**config.mk**
```make
export PLATFORM = sky130hd
export DESIGN_NAME = max4_frame_feeder
export DESIGN_NICKNAME = d
export VERILOG_FILES = /design/src/rtl/max4_pkg.sv /design/src/rtl/max4_frame_bank.sv /design/src/rtl/max4_frame_feeder.sv
export SDC_FILE = /design/constraint.sdc
export NUM_CORES = 1
export LEC_CHECK = 0
export ABC_CLOCK_PERIOD_IN_PS = 4620
export CAP_MARGIN = 20
export CORE_MARGIN = 10
export CORE_UTILIZATION = 55
export CTS_BUF_LIST = sky130_fd_sc_hd__clkbuf_4
export CTS_CLUSTER_DIAMETER = 30
export DETAILED_ROUTE_END_ITERATION = 8
export PLACE_DENSITY = 0.86
export SYNTH_ARGS = -nofsm -noshare
export SYNTH_HDL_FRONTEND = slang
export SYNTH_SLANG_ARGS = --single-unit
```
**constraint.sdc**
```tcl
create_clock -name clk -period 4.62 [get_ports clk]
set_input_delay 0.924 -clock clk [delete_from_list [all_inputs] [get_ports clk]]
set_output_delay 0.924 -clock clk [all_outputs]
set_load 0.01 [all_outputs]
```
**src/rtl/max4_pkg.sv**
```systemverilog
// Shared types and defaults for the 4-input max feeder path.
package max4_pkg;
    localparam int DATA_W    = 9;
    localparam int FRAME_LEN = 4;
    localparam int SEQ_W     = 8;

    // Most-negative sample, used to fill lanes that must never win the max.
    localparam logic signed [DATA_W-1:0] PAD = {1'b1, {(DATA_W-1){1'b0}}};

    typedef logic signed [DATA_W-1:0] sample_t;
    typedef sample_t [FRAME_LEN-1:0]  frame_t;
endpackage

```
**src/rtl/max4_frame_bank.sv**
```systemverilog
// One frame buffer: lane storage, written-lane mask, full flag and frame seq.
module max4_frame_bank
    import max4_pkg::*;
#(
    parameter int DATA_W    = max4_pkg::DATA_W,
    parameter int FRAME_LEN = max4_pkg::FRAME_LEN,
    parameter int SEQ_W     = max4_pkg::SEQ_W,
    parameter int IDX_W     = $clog2(FRAME_LEN)
) (
    input  logic                          clk,
    input  logic                          rst,
    input  logic                          wr_en,
    input  logic [IDX_W-1:0]              wr_lane,
    input  logic [DATA_W-1:0]             wr_data,
    input  logic                          close,
    input  logic [SEQ_W-1:0]              seq_in,
    input  logic                          clr,
    output logic                          full,
    output logic [FRAME_LEN-1:0]          lanes,
    output logic [DATA_W*FRAME_LEN-1:0]   data,
    output logic [SEQ_W-1:0]              seq
);
    localparam logic [DATA_W-1:0] PAD_V = {1'b1, {(DATA_W-1){1'b0}}};

    logic [FRAME_LEN-1:0][DATA_W-1:0] data_q, data_d;
    logic [FRAME_LEN-1:0]             mask_q, mask_d;
    logic                             full_q, full_d;
    logic [SEQ_W-1:0]                 seq_q, seq_d;

    always_comb begin
        data_d = data_q;
        mask_d = mask_q;
        full_d = full_q;
        seq_d  = seq_q;
        if (wr_en) begin
            data_d[wr_lane] = wr_data;
            mask_d[wr_lane] = 1'b1;
            if (close) begin
                // Pad after the closing write so that lane keeps its sample.
                for (int i = 0; i < FRAME_LEN; i++) begin
                    if (!mask_d[i]) data_d[i] = PAD_V;
                end
                full_d = 1'b1;
                seq_d  = seq_in;
            end
        end
        if (clr) begin
            full_d = 1'b0;
            mask_d = '0;
        end
    end

    always_ff @(posedge clk or posedge rst) begin
        if (rst) begin
            data_q <= '0;
            mask_q <= '0;
            full_q <= 1'b0;
            seq_q  <= '0;
        end else begin
            data_q <= data_d;
            mask_q <= mask_d;
            full_q <= full_d;
            seq_q  <= seq_d;
        end
    end

    assign full  = full_q;
    assign lanes = mask_q;
    assign data  = data_q;
    assign seq   = seq_q;
endmodule

```
**src/rtl/max4_frame_feeder.sv**
```systemverilog
// Packs a sample stream into ping-pong double-buffered frames for the max stage.
module max4_frame_feeder
    import max4_pkg::*;
#(
    parameter int DATA_W    = max4_pkg::DATA_W,
    parameter int FRAME_LEN = max4_pkg::FRAME_LEN,
    parameter int SEQ_W     = max4_pkg::SEQ_W
) (
    input  logic                        clk,
    input  logic                        rst,
    input  logic                        in_valid,
    output logic                        in_ready,
    input  logic [DATA_W-1:0]           in_data,
    input  logic                        in_last,
    output logic                        out_valid,
    input  logic                        out_ready,
    output logic [DATA_W*FRAME_LEN-1:0] out_data,
    output logic [FRAME_LEN-1:0]        out_lanes,
    output logic [SEQ_W-1:0]            out_seq
);
    localparam int IDX_W = $clog2(FRAME_LEN);

    logic             wr_bank_q, wr_bank_d;
    logic             rd_bank_q, rd_bank_d;
    logic [IDX_W-1:0] wr_idx_q, wr_idx_d;
    logic [SEQ_W-1:0] seq_q, seq_d;

    logic [1:0]                             bank_full;
    logic [1:0][FRAME_LEN-1:0]              bank_lanes;
    logic [1:0][DATA_W*FRAME_LEN-1:0]       bank_data;
    logic [1:0][SEQ_W-1:0]                  bank_seq;
    logic [1:0]                             bank_wr, bank_clr;

    logic accept, close, pop;

    // Ready looks only at registered bank state, never at out_ready.
    assign in_ready  = !rst && !bank_full[wr_bank_q];
    assign accept    = in_valid && in_ready;
    assign close     = accept && (in_last || (wr_idx_q == IDX_W'(FRAME_LEN-1)));
    assign out_valid = bank_full[rd_bank_q];
    assign pop       = out_valid && out_ready;

    assign out_data  = bank_data[rd_bank_q];
    assign out_lanes = bank_lanes[rd_bank_q];
    assign out_seq   = bank_seq[rd_bank_q];

    always_comb begin
        wr_bank_d = wr_bank_q;
        rd_bank_d = rd_bank_q;
        wr_idx_d  = wr_idx_q;
        seq_d     = seq_q;
        bank_wr   = '0;
        bank_clr  = '0;
        if (accept) begin
            bank_wr[wr_bank_q] = 1'b1;
            wr_idx_d           = wr_idx_q + IDX_W'(1);
        end
        if (close) begin
            wr_idx_d  = '0;
            wr_bank_d = !wr_bank_q;
            seq_d     = seq_q + SEQ_W'(1);
        end
        if (pop) begin
            bank_clr[rd_bank_q] = 1'b1;
            rd_bank_d           = !rd_bank_q;
        end
    end

    always_ff @(posedge clk or posedge rst) begin
        if (rst) begin
            wr_bank_q <= 1'b0;
            rd_bank_q <= 1'b0;
            wr_idx_q  <= '0;
            seq_q     <= '0;
        end else begin
            wr_bank_q <= wr_bank_d;
            rd_bank_q <= rd_bank_d;
            wr_idx_q  <= wr_idx_d;
            seq_q     <= seq_d;
        end
    end

    for (genvar b = 0; b < 2; b++) begin : g_bank
        max4_frame_bank #(
            .DATA_W    (DATA_W),
            .FRAME_LEN (FRAME_LEN),
            .SEQ_W     (SEQ_W),
            .IDX_W     (IDX_W)
        ) u_bank (
            .clk     (clk),
            .rst     (rst),
            .wr_en   (bank_wr[b]),
            .wr_lane (wr_idx_q),
            .wr_data (in_data),
            .close   (close),
            .seq_in  (seq_q),
            .clr     (bank_clr[b]),
            .full    (bank_full[b]),
            .lanes   (bank_lanes[b]),
            .data    (bank_data[b]),
            .seq     (bank_seq[b])
        );
    end
endmodule

```
==> flow_metrics.env, run 1 <==
export IMPL_synth_top_cell_area_share_pct=56.64
export IMPL_min_path_type="register to register"
export IMPL_min_to="g_bank[0].u_bank.data[28]"
export IMPL_drv_cap=0
export IMPL_period_needed_ps=3602
export IMPL_cts_hold_buf=0
export IMPL_hold_viol=0
export IMPL_timing_hold_ws_ps=509.9
export IMPL_nNetsFinal=439
export IMPL_path_max_fanout=35
export IMPL_worstMarginPinSlew_ps=811.2
export IMPL_fin_util_pct=65.99
export IMPL_drc_errors=0
export IMPL_cts_sinks=110
export IMPL_avgRoutedWirePerCell_um=20.95
export IMPL_synthTopCellsByArea="dfrtp_1 57%, mux2_2 14%, a22o_1 12%"
export IMPL_cts_setup_buffers=0
export IMPL_rsz0062_at_grt="false"
export IMPL_avgViaCountPerCell=6.086
export IMPL_pre_cts_slack_ps=1384
export IMPL_yosysTopAreaCell="dfrtp_1"
export IMPL_finalNonFillerCells=533
export IMPL_fin_crit_sh_pct=77.96
export IMPL_dieWidth_um=114
export IMPL_synth_compound_area_share_pct=15.94
export IMPL_io_pins=64
export IMPL_placedCellCount=516
export IMPL_finalWorstSetupSlack_ps=1018
export IMPL_synth_xor_area_share_pct=1.442
export IMPL_dr_first_iter_drc_count=232
export IMPL_yosysSeqAreaShare_pct=56.64
export IMPL_ctsResizeCount=0
export IMPL_start_util_pct=56.00
export IMPL_ff2ff_path_depth=3
export IMPL_synth_area_um2=4860
export IMPL_gp_congestion=0.8261
export IMPL_die_area_um2=13000
export IMPL_cp_start_kind="register"
export IMPL_end_kind="primary output"
export IMPL_status="completed"
export IMPL_antenna_found_initial=0
export IMPL_slew_limit_headroom_pct=45.92
export IMPL_r2r_start="wr_bank_q"
export IMPL_fmax_ghz=0.2776
export IMPL_hpwl_um=7644
export IMPL_cts_buffers=9
export IMPL_drive_gt1_share_pct=22.59
export IMPL_yosys_warnings=0
export IMPL_cts_tree="yes"
export IMPL_syn_nets=387
export IMPL_syn_inst=368
export IMPL_n_fill_cell=633
export IMPL_power_leakage_nw=2.661
export IMPL_grt_usage_pct=17.37
export IMPL_clk_latency_ps=450
export IMPL_worstSetupPathType="register to primary output"
export IMPL_min_from="g_bank[0].u_bank.data[28]"
export IMPL_slew_viol_final=0
export IMPL_htreeDepth=3
export IMPL_rrSetupSlack_ps=2380
export IMPL_cts_root_buf="clkbuf_4"
export IMPL_coreArea_um2=8678
export IMPL_io_buffers=63
export IMPL_grt_ovfl_total=0
export IMPL_cp_arrival_ps=2680
export IMPL_clockBufferDepth=2
export IMPL_die_h_um=114
export IMPL_finClkSkew_ps=15.74
export IMPL_grt_max_degree=83
export IMPL_synthMuxAreaShare_pct=14.68
export IMPL_setup_viol=0
export IMPL_synth_fa_ha_area_share_pct=1.287
export IMPL_synthSimpleGateAreaFrac_pct=6.437
export IMPL_synthDistinctLibCells=33
export IMPL_cp_required_ps=3700
export IMPL_p_per_area_nw_per_um2=625.0
export IMPL_area_delta_synth_final_pct=17.84
export IMPL_holdPathStages=1
export IMPL_tns_ps=0
export IMPL_ant_nets=0
export IMPL_grt_pass1_wl_um=18240
export IMPL_grt_pass1_vias=3369
export IMPL_rows=34
export IMPL_antenna_cells=0
export IMPL_wl_um=11170
export IMPL_clk_pin_slew_ps=150
export IMPL_rr_endpoint="g_bank[0].u_bank.seq[2]"
export IMPL_ir_worst_vdd_uv=368.3
export IMPL_synth_top_family_by_area="compound AO/OA/AOI/OAI gates"
export IMPL_synth_seq_cells=110
export IMPL_via_count=3244
export IMPL_avgSynthCellArea_um2=13.21
export IMPL_dr_pass1_iters=7
synth_stat cells (all sizes together):
master  number
and2         8
o21ai       15
ha           5
xor2         2
xnor2        6
inv         14
a21boi       1
nand3b       1
mux2        63
nor3b        1
nand4        2
nor4        10
buf         15
nand3        6
clkbuf      12
nand2b       1
a22o        64
dfrtp      110
nor2         3
a22oi        8
and3         1
o21a         9
nor3         2
nand2        9
cell type report:
class / instances / area (um2) / share of cell area [%]
multi-input cells: 217 / 1933 / 33.76
clock inverters: 4 / 71.32 / 1.245
well taps: 108 / 135.1 / 2.360
flip-flops and latches: 110 / 2754 / 48.09
clock buffers: 12 / 90.09 / 1.573
inverters: 14 / 55.05 / 0.9613
repair buffers: 68 / 688.2 / 12.02
power breakdown:
group	switching, W	total (W)	leakage, nW	internal [W]
registers	0.000297	0.00159	1.42	0.00129
logic	0.000591	0.00147	1.16	0.000876
clock network	0.000291	0.000528	0.0852	0.000237
total	0.00118	0.00358	2.66	0.00240
critical path: stages (launching register included):
cell and delay (ps):
dfrtp_2 930, buf_4 420, mux2_2 400, clkdlybuf4s50_1 490
stage by stage:
step | cell area [um2] | total power (W)
after floorplan | 4860 | 0.002417
after global placement | 5538 | 0.003018
after detailed placement | 5538 | 0.003073
after CTS | 5699 | 0.003601
after global routing | 5727 | 0.003790
final | 5727 | 0.003579
registers in the layout, indices dropped and copies added (netlist names):
register,flops
g_bank.u_bank.data,72
g_bank.u_bank.full,2
wr_bank_q,1
rd_bank_q,1
seq_q,8
wr_idx_q,2
g_bank.u_bank.seq,16
g_bank.u_bank.lanes,8
kinds of logic (layout without fill, tap and decap cells):
kind of cell	count (synthesis)	count (layout)
xor gates and xnor gates	8	8
adders and majority gates	5	5
DFF	110	110
and+or+nand+nor	44	44
AOI/OAI and AO/OA	97	97
buffers and inverters	41	98
muxes	63	63
layout by cell type, fill, tap and decap left out, drive strengths merged, types with 6 or more instances in the layout:
cell type	Yosys	routed
dfrtp	110	110
a22o	64	64
clkdlybuf4s50	0	63
mux2	63	63
o21ai	15	15
inv	14	14
clkbuf	12	12
nor4	10	10
o21a	9	9
nand2	9	9
and2	8	8
a22oi	8	8
nand3	6	6
xnor2	6	6
worst max-delay path by stage:
| stage | startpoint | end | slack, ps |
|---|---|---|---|
| global placement | rst | g_bank[1].u_bank.data[35] | 1450 |
| floorplan | rst | g_bank[0].u_bank.data[0] | 790 |
| finish | rd_bank_q | out_data[7] | 1020 |
| detailed placement | rst | g_bank[1].u_bank.data[26] | 1380 |
| global route | rd_bank_q | out_data[7] | 890 |
| CTS | rd_bank_q | out_data[7] | 1000 |
layer usage:
| layer | global-route usage [%] | part of all wire (%) | up-vias |
|---|---|---|---|
| met2 | 26.42 | 47 | 125 |
| met1 | 23.72 | 44 | 1647 |
| met4 | 4.344 | 1.4 | 0 |
| met3 | 5.249 | 7.8 | 11 |
| met5 | 0 | 0 | - |
| li1 | - | - | 1461 |
No activity file was read; power rests on OpenSTA's default activity.
==> run 2: changes to the inputs <==
--- a/config.mk
+++ b/config.mk
@@ -5,14 +5,14 @@
 export SDC_FILE = /design/constraint.sdc
 export NUM_CORES = 1
 export LEC_CHECK = 0
-export ABC_CLOCK_PERIOD_IN_PS = 4620
+export ABC_CLOCK_PERIOD_IN_PS = 3150
 export CAP_MARGIN = 20
 export CORE_MARGIN = 10
-export CORE_UTILIZATION = 55
+export CORE_UTILIZATION = 51
 export CTS_BUF_LIST = sky130_fd_sc_hd__clkbuf_4
 export CTS_CLUSTER_DIAMETER = 30
 export DETAILED_ROUTE_END_ITERATION = 8
-export PLACE_DENSITY = 0.86
+export PLACE_DENSITY = 0.84
 export SYNTH_ARGS = -nofsm -noshare
 export SYNTH_HDL_FRONTEND = slang
 export SYNTH_SLANG_ARGS = --single-unit
==> constraint.sdc (replaced) <==
create_clock -name clk -period 3.15 [get_ports clk]
set_input_delay 0.63 -clock clk [delete_from_list [all_inputs] [get_ports clk]]
set_output_delay 0.63 -clock clk [all_outputs]
set_load 0.01 [all_outputs]
==> flow_metrics.env, run 2 (synthesis gave the netlist of run 1 again) <==
export IMPL_status="completed"
export IMPL_clk_latency_ps=470
export IMPL_hold_viol=0
export IMPL_timing_hold_ws_ps=515.4
export IMPL_grt_ovfl_total=0
export IMPL_most_common_layout_cells="109 x dfrtp_1, 64 x a22o_1, 63 x clkdlybuf4s50_1"
export IMPL_cts_root_buf="clkbuf_4"
export IMPL_antenna_cells=0
export IMPL_largest_reg_flops=72
export IMPL_cp_arrival_ps=2400
export IMPL_nNetsFinal=443
export IMPL_htreeDepth=3
export IMPL_antenna_found_initial=0
export IMPL_via_count=3261
export IMPL_path_max_fanout=23
export IMPL_wl_um=11190
export IMPL_ir_worst_vdd_uv=458.6
export IMPL_die_h_um=117.6
export IMPL_slew_viol_final=0
export IMPL_multi_input_area_um2=1933
export IMPL_min_path_type="register to register"
export IMPL_critPathBufInv=2
export IMPL_cpPeakStageDelay_ps=750
export IMPL_clockBufferDepth=2
export IMPL_avgViaCountPerCell=5.844
export IMPL_cts_tree="yes"
export IMPL_grt_usage_pct=16.15
export IMPL_cts_hold_buf=0
export IMPL_fin_crit_sh_pct=96.22
export IMPL_grt_pass1_wl_um=18370
export IMPL_placedCellCount=542
export IMPL_path_cells="buf_4 > mux2_2 > clkdlybuf4s50_1"
export IMPL_slew_limit_headroom_pct=48.43
export IMPL_p_per_area_nw_per_um2=897.7
export IMPL_ctsResizeCount=0
export IMPL_dr_pass1_iters=4
export IMPL_finalWorstSetupSlack_ps=119.1
export IMPL_drc_errors=0
export IMPL_finClkSkew_ps=20.53
export IMPL_die_area_um2=13830
export IMPL_io_pins=64
export IMPL_gp_congestion=0.8204
export IMPL_pre_cts_slack_ps=463.4
export IMPL_cts_buffers=9
export IMPL_cts_setup_buffers=0
export IMPL_grt_pass1_vias=3331
export IMPL_worstSetupPathType="register to primary output"
export IMPL_grt_max_degree=44
export IMPL_io_buffers=63
export IMPL_drive_gt1_share_pct=23.54
export IMPL_start_util_pct=52.59
export IMPL_cts_sinks=110
export IMPL_setup_viol=0
export IMPL_dieWidth_um=117.6
export IMPL_dr_first_iter_drc_count=186
export IMPL_coreArea_um2=9240
export IMPL_n_fill_cell=710
export IMPL_ant_nets=0
export IMPL_cp_start_kind="register"
export IMPL_finalNonFillerCells=558
export IMPL_clk_pin_slew_ps=170
export IMPL_avgRoutedWirePerCell_um=20.06
export IMPL_area_delta_synth_final_pct=18.54
export IMPL_cp_required_ps=2520
export IMPL_cpLargestDelayFamily="buffers and inverters"
export IMPL_drv_cap=0
export IMPL_rsz0062_at_grt="false"
export IMPL_regArea_um2=2754
export IMPL_slowest_stage="dfrtp_2"
export IMPL_worstMarginPinSlew_ps=768.4
export IMPL_hpwl_um=7595
export IMPL_rows=35
export IMPL_layout_commonest_cell="dfrtp_1"
export IMPL_end_kind="primary output"
export IMPL_power_leakage_nw=2.666
export IMPL_tns_ps=0
export IMPL_fmax_ghz=0.3299
export IMPL_period_needed_ps=3031
## run 2: changes by cell type in the layout (fill, tap and decap cells not counted)
cell       before  now
inv_6           0    4
buf_4           4    7
clkbuf_4       12    9
buf_12          0    2
bufinv_16       2    0
buf_16          1    0
clkinv_1        1    0
clkinv_2        0    1
clkinv_4        0    1
clkinv_8        0    1
inv_4           1    0
## run 2: through the flow
step	utilization [%]	area, um2	total power [W]
2_1_floorplan	-	4863	0.003546
3_3_place_gp	60.91	5628	0.004460
3_5_place_dp	60.91	5628	0.004533
4_1_cts	62.34	5761	0.005212
5_1_grt	62.34	5761	0.005474
6_report	62.34	5761	0.005171
## run 2: area by class of cell
type / instances / area share, %
tap: 129 / 2.802
clock buffer: 9 / 1.173
multi-input combinational: 217 / 33.56
inverter: 14 / 0.9774
timing repair buffer: 72 / 12.55
sequential: 110 / 47.81
clock inverter: 7 / 1.129
## run 2: where the power goes
| group | internal (W) | switching, W |
|---|---|---|
| Clock | 0.000181 | 0.000495 |
| Combinational | 0.00130 | 0.000911 |
| Sequential | 0.00189 | 0.000392 |
| Total | 0.00337 | 0.00180 |
## run 2: path summary, 6_finish.rpt
check	end	depth (start not counted)	slack [ps]	from
setup / recovery	out_data[7]	3	120	rd_bank_q
hold / removal	seq_q[7]	1	520	seq_q[7]
setup reg to reg	g_bank[0].u_bank.seq[3]	3	950	wr_bank_q
hold reg to reg	seq_q[7]	1	520	seq_q[7]
max in group asynchronous	g_bank[0].u_bank.data[9]	3	1920	rst
min in group asynchronous	g_bank[1].u_bank.seq[2]	2	600	rst
## run 2: routing by layer
layer	wire [um]	GRT usage, %
met1	5013	21.19
met2	5280	25.59
met3	788	4.556
met4	108	4.250
met5	0	0
==> run 3: changes to the inputs <==
--- a/config.mk
+++ b/config.mk
@@ -7,7 +7,7 @@
 export LEC_CHECK = 0
 export ABC_CLOCK_PERIOD_IN_PS = 3150
 export CAP_MARGIN = 20
-export CORE_MARGIN = 10
+export CORE_MARGIN = 1
 export CORE_UTILIZATION = 51
 export CTS_BUF_LIST = sky130_fd_sc_hd__clkbuf_4
 export CTS_CLUSTER_DIAMETER = 30
==> flow_metrics.env, run 3 (synthesis gave the netlist of run 1 again) <==
export IMPL_setup_viol=0
export IMPL_most_common_layout_cells="109 x dfrtp_1, 64 x a22o_1, 63 x clkdlybuf4s50_1"
export IMPL_timing_hold_ws_ps=510.6
export IMPL_cts_root_buf="clkbuf_4"
export IMPL_cts_hold_buf=0
export IMPL_use_met2_pct=35.74
export IMPL_clk_pin_slew_ps=170
export IMPL_fin_crit_sh_pct=89.94
export IMPL_grt_pass1_vias=3283
export IMPL_cts_tree="yes"
export IMPL_design_area_um2=5768
export IMPL_ir_worst_vdd_uv=436.4
export IMPL_dpl_cell_area_um2=5613
export IMPL_hpwl_um=6983
export IMPL_met1_usage_pct=32.07
export IMPL_slew_limit_headroom_pct=48.82
export IMPL_path_max_fanout=44
export IMPL_cp_arrival_ps=2200
export IMPL_htreeDepth=3
export IMPL_rows=35
export IMPL_ctsResizeCount=0
export IMPL_clk_latency_ps=450
export IMPL_status="completed"
export IMPL_cts_buffers=9
export IMPL_tns_ps=0
export IMPL_die_area_um2=9923
export IMPL_io_pins=64
export IMPL_dieWidth_um=99.62
export IMPL_p_per_area_nw_per_um2=905.4
export IMPL_wl_um=10290
export IMPL_grt_usage_pct=22.41
export IMPL_drc_errors=0
export IMPL_r2r_start="wr_bank_q"
export IMPL_finalWorstSetupSlack_ps=316.9
export IMPL_min_from="seq_q[7]"
export IMPL_nNetsFinal=441
export IMPL_start_util_pct=52.59
export IMPL_rsz0062_at_grt="false"
export IMPL_worstMarginPinSlew_ps=762.6
export IMPL_coreArea_um2=9240
export IMPL_fmax_ghz=0.3530
export IMPL_n_fill_cell=722
export IMPL_dr_pass1_iters=4
export IMPL_finClkSkew_ps=23.92
export IMPL_grt_pass1_wl_um=17150
export IMPL_cp_required_ps=2520
export IMPL_io_buffers=63
export IMPL_drive_gt1_share_pct=22.95
export IMPL_min_path_type="register to register"
export IMPL_avgViaCountPerCell=5.745
export IMPL_cts_sinks=110
export IMPL_period_needed_ps=2833
export IMPL_slew_viol_final=0
export IMPL_grt_ovfl_total=0
export IMPL_met3_usage_pct=4.006
export IMPL_die_h_um=99.62
export IMPL_power_leakage_nw=2.668
export IMPL_drv_cap=0
export IMPL_largest_reg_flops=72
export IMPL_ant_nets=0
export IMPL_grt_busiest_layer="met2"
export IMPL_dr_first_iter_drc_count=223
export IMPL_antenna_found_initial=0
export IMPL_grt_max_degree=111
export IMPL_hold_viol=0
export IMPL_via_count=3194
export IMPL_avgRoutedWirePerCell_um=18.51
export IMPL_startpoint="rd_bank_q"
export IMPL_antenna_cells=0
export IMPL_gp_congestion=0.7709
export IMPL_pre_cts_slack_ps=449.6
export IMPL_clockBufferDepth=2
export IMPL_worstSetupPathType="register to primary output"
export IMPL_area_delta_synth_final_pct=18.69
export IMPL_layout_commonest_cell="dfrtp_1"
export IMPL_end_kind="primary output"
export IMPL_cp_start_kind="register"
export IMPL_cts_setup_buffers=0
## run 3: cell count changes in the layout (fill, tap and decap cells not counted), sizes merged
cell / previous run / this run
buf: 9 / 7
bufinv: 0 / 1
clkinv: 3 / 2
## run 3: per-layer routing
metal / vias to the layer above / part of all wire (%) / wire length, um
met5: - / 0 / 0
met1: 1625 / 45 / 4626
met3: 8 / 6.1 / 624
met2: 96 / 48 / 4944
li1: 1465 / - / -
met4: 0 / 0.94 / 97
## run 3: layout make-up
class                      instances  area, um2  area share, %
clock buffer                       9      67.56          1.171
tap                              129      161.4          2.798
inverter                          14      56.30         0.9761
multi-input combinational        217       1933          33.51
sequential                       110       2754          47.74
clock inverter                     7      87.58          1.518
timing repair buffer              70      708.2          12.28
## run 3: stage by stage
step                std cells  utilization (%)  power (W)
floorplan                 368                -   0.003546
finish                    556            62.42   0.005222
detailed placement        540            60.74   0.004507
CTS                       556            62.42   0.005264
global placement          540            60.74   0.004427
global route              556            62.42   0.005543
## run 3: path summary, 6_finish.rpt
check	to	slack [ps]	cells after the start
setup / recovery	out_lanes[1]	320	3
hold / removal	seq_q[7]	510	1
setup reg to reg	g_bank[1].u_bank.seq[4]	1110	4
hold reg to reg	seq_q[7]	510	1
max in group asynchronous	rd_bank_q	1980	3
min in group asynchronous	g_bank[1].u_bank.seq[2]	710	3
## run 3: worst max-delay path, stage by stage, from the launching register on
cell,delay [ps]
dfrtp_2,590
buf_12,290
mux2_2,390
clkdlybuf4s50_1,490
## run 3: power by group
| part | internal, W | switching [W] |
|---|---|---|
| logic | 0.00130 | 0.000904 |
| registers | 0.00189 | 0.000376 |
| clock network | 0.000264 | 0.000484 |
